--- config.mk ---
export PLATFORM = sky130hd
export DESIGN_NAME = led_pattern_engine
export DESIGN_NICKNAME = d
export VERILOG_FILES = /design/src/rtl/led_pattern_engine.sv
export SDC_FILE = /design/constraint.sdc
export NUM_CORES = 1
export LEC_CHECK = 0
export CAP_MARGIN = 10
export CORE_MARGIN = 2
export CORE_UTILIZATION = 50
export CTS_BUF_LIST = sky130_fd_sc_hd__clkbuf_4 sky130_fd_sc_hd__clkbuf_8
export DETAILED_ROUTE_END_ITERATION = 8
export GPL_TIMING_DRIVEN = 0
export PLACE_DENSITY = 0.81
export SYNTH_ARGS = -nofsm -noshare
export SYNTH_HDL_FRONTEND = slang
export SYNTH_SLANG_ARGS = --single-unit
--- constraint.sdc ---
create_clock -name clock -period 2.1 [get_ports clock]
set_input_delay 0.42 -clock clock [delete_from_list [all_inputs] [get_ports clock]]
set_output_delay 0.42 -clock clock [all_outputs]
set_load 0.02 [all_outputs]
--- src/rtl/led_pattern_engine.sv ---
// LED pattern engine: rotate, mirror, bounce and fill patterns paced by
// i_valid strobes through a programmable prescaler.
// Ports: clock, i_reset_n (async, active-low), i_valid (advance strobe),
//   i_div (strobes per step minus 1), i_mode (0 rot,1 mir,2 bnc,3 fill),
//   i_dir (direction), o_led (pattern), o_step (step pulse).
// Optional: LED_WRAP_FLAG_EN adds o_wrap, pulsed when a step lands on
//   the seed pattern of the current mode.
module led_pattern_engine #(
    parameter int NB_LED = 4,
    parameter int NB_DIV = 4
) (
    input  logic              clock,
    input  logic              i_reset_n,
    input  logic              i_valid,
    input  logic [NB_DIV-1:0] i_div,
    input  logic [1:0]        i_mode,
    input  logic              i_dir,
    output logic [NB_LED-1:0] o_led,
    output logic              o_step
`ifdef LED_WRAP_FLAG_EN
    ,
    output logic              o_wrap
`endif
);

    localparam int H = NB_LED / 2;

    localparam logic [1:0] M_ROTATE = 2'd0;
    localparam logic [1:0] M_MIRROR = 2'd1;
    localparam logic [1:0] M_BOUNCE = 2'd2;
    localparam logic [1:0] M_FILL   = 2'd3;

    localparam logic [NB_LED-1:0] ONE = {{(NB_LED-1){1'b0}}, 1'b1};
    localparam logic [NB_LED-1:0] ENDS = ONE | (ONE << (NB_LED-1));
    localparam logic [NB_DIV-1:0] CNT_ONE = {{(NB_DIV-1){1'b0}}, 1'b1};

    typedef enum logic {UP, DOWN} bounce_dir_t;
    typedef enum logic {FILL, CLEAR} fill_ph_t;

    logic [1:0]        mode_q, mode_d;
    logic [NB_DIV-1:0] div_cnt, cnt_d;
    bounce_dir_t       bdir_q, bdir_d;
    fill_ph_t          fph_q, fph_d;
    logic [NB_LED-1:0] led_d, step_led;
    logic [H-1:0]      lo, hi;
    logic              step_d;
    logic              fill_bit;
`ifdef LED_WRAP_FLAG_EN
    logic              wrap_d;
`endif

    function automatic logic [NB_LED-1:0] seed(input logic [1:0] m);
        logic [NB_LED-1:0] s;
        case (m)
            M_MIRROR: s = ENDS;
            M_FILL:   s = '0;
            default:  s = ONE;
        endcase
        return s;
    endfunction

    // Candidate pattern for a step in the current mode.
    always_comb begin
        lo       = o_led[H-1:0];
        hi       = o_led[NB_LED-1:H];
        fill_bit = (fph_q == FILL);
        step_led = o_led;
        case (mode_q)
            M_ROTATE: begin
                if (i_dir) step_led = {o_led[NB_LED-2:0], o_led[NB_LED-1]};
                else       step_led = {o_led[0], o_led[NB_LED-1:1]};
            end
            M_MIRROR: begin
                // Halves rotate in opposite directions so U mirrors L.
                if (i_dir) step_led = {hi[0], hi[H-1:1], lo[H-2:0], lo[H-1]};
                else       step_led = {hi[H-2:0], hi[H-1], lo[0], lo[H-1:1]};
            end
            M_BOUNCE: begin
                if (bdir_q == UP) step_led = {o_led[NB_LED-2:0], 1'b0};
                else              step_led = {1'b0, o_led[NB_LED-1:1]};
            end
            default: begin
                if (i_dir) step_led = {o_led[NB_LED-2:0], fill_bit};
                else       step_led = {fill_bit, o_led[NB_LED-1:1]};
            end
        endcase
    end

    always_comb begin
        led_d  = o_led;
        mode_d = mode_q;
        cnt_d  = div_cnt;
        bdir_d = bdir_q;
        fph_d  = fph_q;
        step_d = 1'b0;
`ifdef LED_WRAP_FLAG_EN
        wrap_d = 1'b0;
`endif
        if (i_mode != mode_q) begin
            // Reseed wins over any step due this cycle.
            led_d  = seed(i_mode);
            mode_d = i_mode;
            cnt_d  = '0;
            bdir_d = UP;
            fph_d  = FILL;
        end else if (i_valid) begin
            // ">=" so a lowered i_div steps on the next strobe.
            if (div_cnt >= i_div) begin
                cnt_d  = '0;
                step_d = 1'b1;
                led_d  = step_led;
                if (mode_q == M_BOUNCE) begin
                    if (step_led[NB_LED-1]) bdir_d = DOWN;
                    else if (step_led[0])   bdir_d = UP;
                end
                if (mode_q == M_FILL) begin
                    if (&step_led)       fph_d = CLEAR;
                    else if (~|step_led) fph_d = FILL;
                end
`ifdef LED_WRAP_FLAG_EN
                wrap_d = (step_led == seed(mode_q));
`endif
            end else begin
                cnt_d = div_cnt + CNT_ONE;
            end
        end
    end

    always_ff @(posedge clock or negedge i_reset_n) begin
        if (!i_reset_n) begin
            o_led   <= ONE;
            mode_q  <= M_ROTATE;
            div_cnt <= '0;
            bdir_q  <= UP;
            fph_q   <= FILL;
            o_step  <= 1'b0;
        end else begin
            o_led   <= led_d;
            mode_q  <= mode_d;
            div_cnt <= cnt_d;
            bdir_q  <= bdir_d;
            fph_q   <= fph_d;
            o_step  <= step_d;
        end
    end

`ifdef LED_WRAP_FLAG_EN
    always_ff @(posedge clock or negedge i_reset_n) begin
        if (!i_reset_n) o_wrap <= 1'b0;
        else            o_wrap <= wrap_d;
    end
`endif

endmodule
==> flow_metrics.py <==
metrics = {
    "worst_setup_path": {
        "reg2reg_depth": 8,
        "worstPathRequired_ns": 2.28,
        "crit_path_start_kind": "input pin",
        "endpoint_kind": "flop",
        "path_depth": 8,
        "crit_chain": "clkdlybuf4s50_1 -> inv_1 -> ha_1 -> a2111o_1 -> o211ai_1 -> buf_4 -> nor2_1 -> o21a_1",
        "worstPathArrival_ns": 2.20,
        "critPathMaxStageDelay_ns": 0.45,
        "cp_max_fo": 3,
        "critPathSlowestCell": "clkdlybuf4s50_1",
        "cpLargestDelayFamily": "compound AO/OA/AOI/OAI gates",
        "critPathKind": "input pin to flop",
        "critPathBufInv": 3,
    },
    "clock_tree": {
        "clock_tree.buffer_depth": 2,
        "cts_sinks": 13,
        "numCtsBuffers": 3,
        "h-tree-depth": 1,
        "cts.clk_slew.worst_paths_ns": 0.08,
        "worstSkewPairLatency_ns": 0.28,
        "cts_tree": "done",
        "cts-root-buf": "clkbuf_4",
    },
    "power_and_ir_drop": {
        "p_total_mw": 0.574,
        "p_per_area_nw_per_um2": 521,
        "irDropWorstVdd_mv": 0.332,
        "power_leakage_nw": 0.523,
    },
    "final_layout": {
        "n_fill_cell": 130,
        "drive_gt1_frac": 0.162,
        "nNetsFinal": 127,
        "final-instance-count-excl-fill": 128,
        "diodes": 0,
        "area_delta_synth_final_pct": 26.6,
    },
    "detailed_routing": {
        "vias": 748,
        "antenna_left": 0,
        "totalWireLength_mm": 1.89,
        "drc": 0,
        "avgRoutedWirePerCell_microns": 14.8,
        "drt-vias-per-instance": 5.84,
        "drtIter0Drc": 23,
        "first_pass_iters": 4,
    },
    "synthesis": {
        "synthMostInstantiatedCell": "dfrtp_1",
        "synth-seq-cells": 13,
        "ys.flop_type": "dfrtp_1",
        "yosysTopAreaCell": "dfrtp_1",
        "synth.area.top_cells": "dfrtp_1 35%, ha_1 7.2%, mux2i_1 3.5%, inv_1 3.5%, nand2_1 3.5%",
        "synth_top_area_frac": 0.345,
        "ys_types": 39,
        "synth_async_sr_flop_share": 1.00,
        "synth_edf_count": 0,
        "synth_area_sq_um": 870,
        "ys_seq_area_frac": 0.376,
        "syn_nets": 105,
        "synth_common_cells": "12 x dfrtp_1, 8 x inv_1, 8 x nand2_1",
        "yosysWarnings": 0,
        "syn_inst": 90,
        "avgSynthCellArea_sq_um": 9.66,
    },
    "floorplanning": {
        "die_w_microns": 45.7,
        "row_count": 15,
        "core-area_sq_um": 1690,
        "die_area_sq_um": 2090,
        "die_h_microns": 45.7,
        "start_util": 0.515,
        "io-pin-count": 15,
    },
    "place": {
        "io_buffer_count": 14,
        "gp_congestion": 0.835,
        "dp.final_hpwl_mm": 1.36,
        "place_inst": 121,
    },
    "grt": {
        "grt_pass1_vias": 718,
        "antenna_found_initial": 0,
        "grt_max_degree": 14,
        "grt_pass1_wl_mm": 3.25,
        "track_usage": 0.230,
        "grt_overflow": 0,
    },
    "sta": {
        "slew_violations": 0,
        "max_freq_ghz": 0.494,
        "hold_violations": 0,
        "skew_ns": 0.00386,
        "holdWs_ns": 0.501,
        "setup_violations": 0,
        "timing.final.crit_share": 0.964,
        "tns_ns": 0,
        "period_minus_slack_ns": 2.02,
        "grt_setup_unrepaired": "no",
        "slew_headroom": 0.614,
        "worstMarginPinSlew_ns": 0.577,
    },
    "hold_path": {
        "hold_class": "input pin to async pin",
    },
    "job": {
        "maxCapViolCount": 0,
    },
    "run_status": {
        "status": "complete, no violations",
    },
}
where the power goes:
| part | switching [mW] | internal [mW] | total [mW] |
|---|---|---|---|
| sequential | 0.00884 | 0.260 | 0.269 |
| clock | 0.0847 | 0.0868 | 0.171 |
| combinational | 0.0658 | 0.0673 | 0.133 |
cells by family after synthesis:
group | Yosys count | synth area share
adder cells (fa/ha/maj) | 5 | 0.0719
buffers and inverters | 13 | 0.0734
flip-flops | 13 | 0.376
AND/OR/NAND/NOR | 27 | 0.167
AO/OA/AOI/OAI | 24 | 0.224
multiplexers | 4 | 0.0475
XOR/XNOR | 4 | 0.0403
metrics by stage:
stage	utilization	worst slack, ns	cell area (sq um)
final	0.652	0.0760	1100
after global routing	0.652	0.00393	1100
after CTS	0.637	0.000409	1080
after detailed placement	0.610	-0.463	1030
after global placement	0.610	-0.406	1030
after floorplan	-	0.176	870
per-layer routing:
metal  vias up  wire length [microns]  global-route usage
met5         -                      0                   0
met4         0                     44               0.120
met3         5                     69              0.0516
met2        18                    972               0.375
met1       360                    803               0.283
li1        365                      -                   -
area by class of cell:
cell class,instances,area (sq um),area share
inverter,8,30.0,0.0273
sequential,13,327,0.297
tap,17,21.3,0.0193
clock buffer,4,30.0,0.0273
buffer,5,33.8,0.0307
timing repair buffer,17,165,0.150
multi-input combinational,64,494,0.449
worst reg2reg max path: stages, from the launching register on:
cell and delay (ns):
dfrtp_1 0.38, inv_1 0.08, ha_1 0.29, nand2b_4 0.13, a2111o_1 0.37, o211ai_1 0.16, buf_4 0.19, nor2_1 0.04
o21a_1 0.19
layout by cell type, fill, tap and decap left out, types with 2 or more instances in the layout:
cell type,netlist,layout
a31oi_1,2,2
nor2_1,6,6
nand2_1,8,8
clkbuf_4,0,4
nand3_1,2,2
a22o_1,2,2
clkdlybuf4s50_1,0,13
mux2i_1,3,3
xnor2_1,3,3
o21a_1,2,2
inv_1,8,8
o2bb2ai_1,2,2
nand2b_4,1,2
buf_4,0,3
and3_1,2,2
ha_1,5,5
buf_6,2,2
dfrtp_1,12,12
a21oi_1,3,3
clkbuf_1,3,3
state kept, by name, indices dropped and copies added, names as in the netlist:
signal and cells:
bdir_q 1, fph_q 1, div_cnt 4, o_step 1, mode_q 2, o_led 4
path summary, 6_finish.rpt:
path	end	start	slack, ns
hold / removal	o_led[1]	i_reset_n	0.50
setup reg to reg	o_led[2]	div_cnt[0]	0.17
hold reg to reg	o_led[0]	o_led[0]	0.52
max in group asynchronous	o_led[0]	i_reset_n	1.22
setup / recovery	o_led[2]	i_div[1]	0.08
min in group clock	o_led[0]	o_led[0]	0.52
repair_timing:
action,in CTS,in global routing
pin swaps,1,3
resized for setup,0,3
hold buffers,0,0
endpoints found under the setup margin,6,6
buffers inserted,2,1
Power figures use the tool's default switching activity.
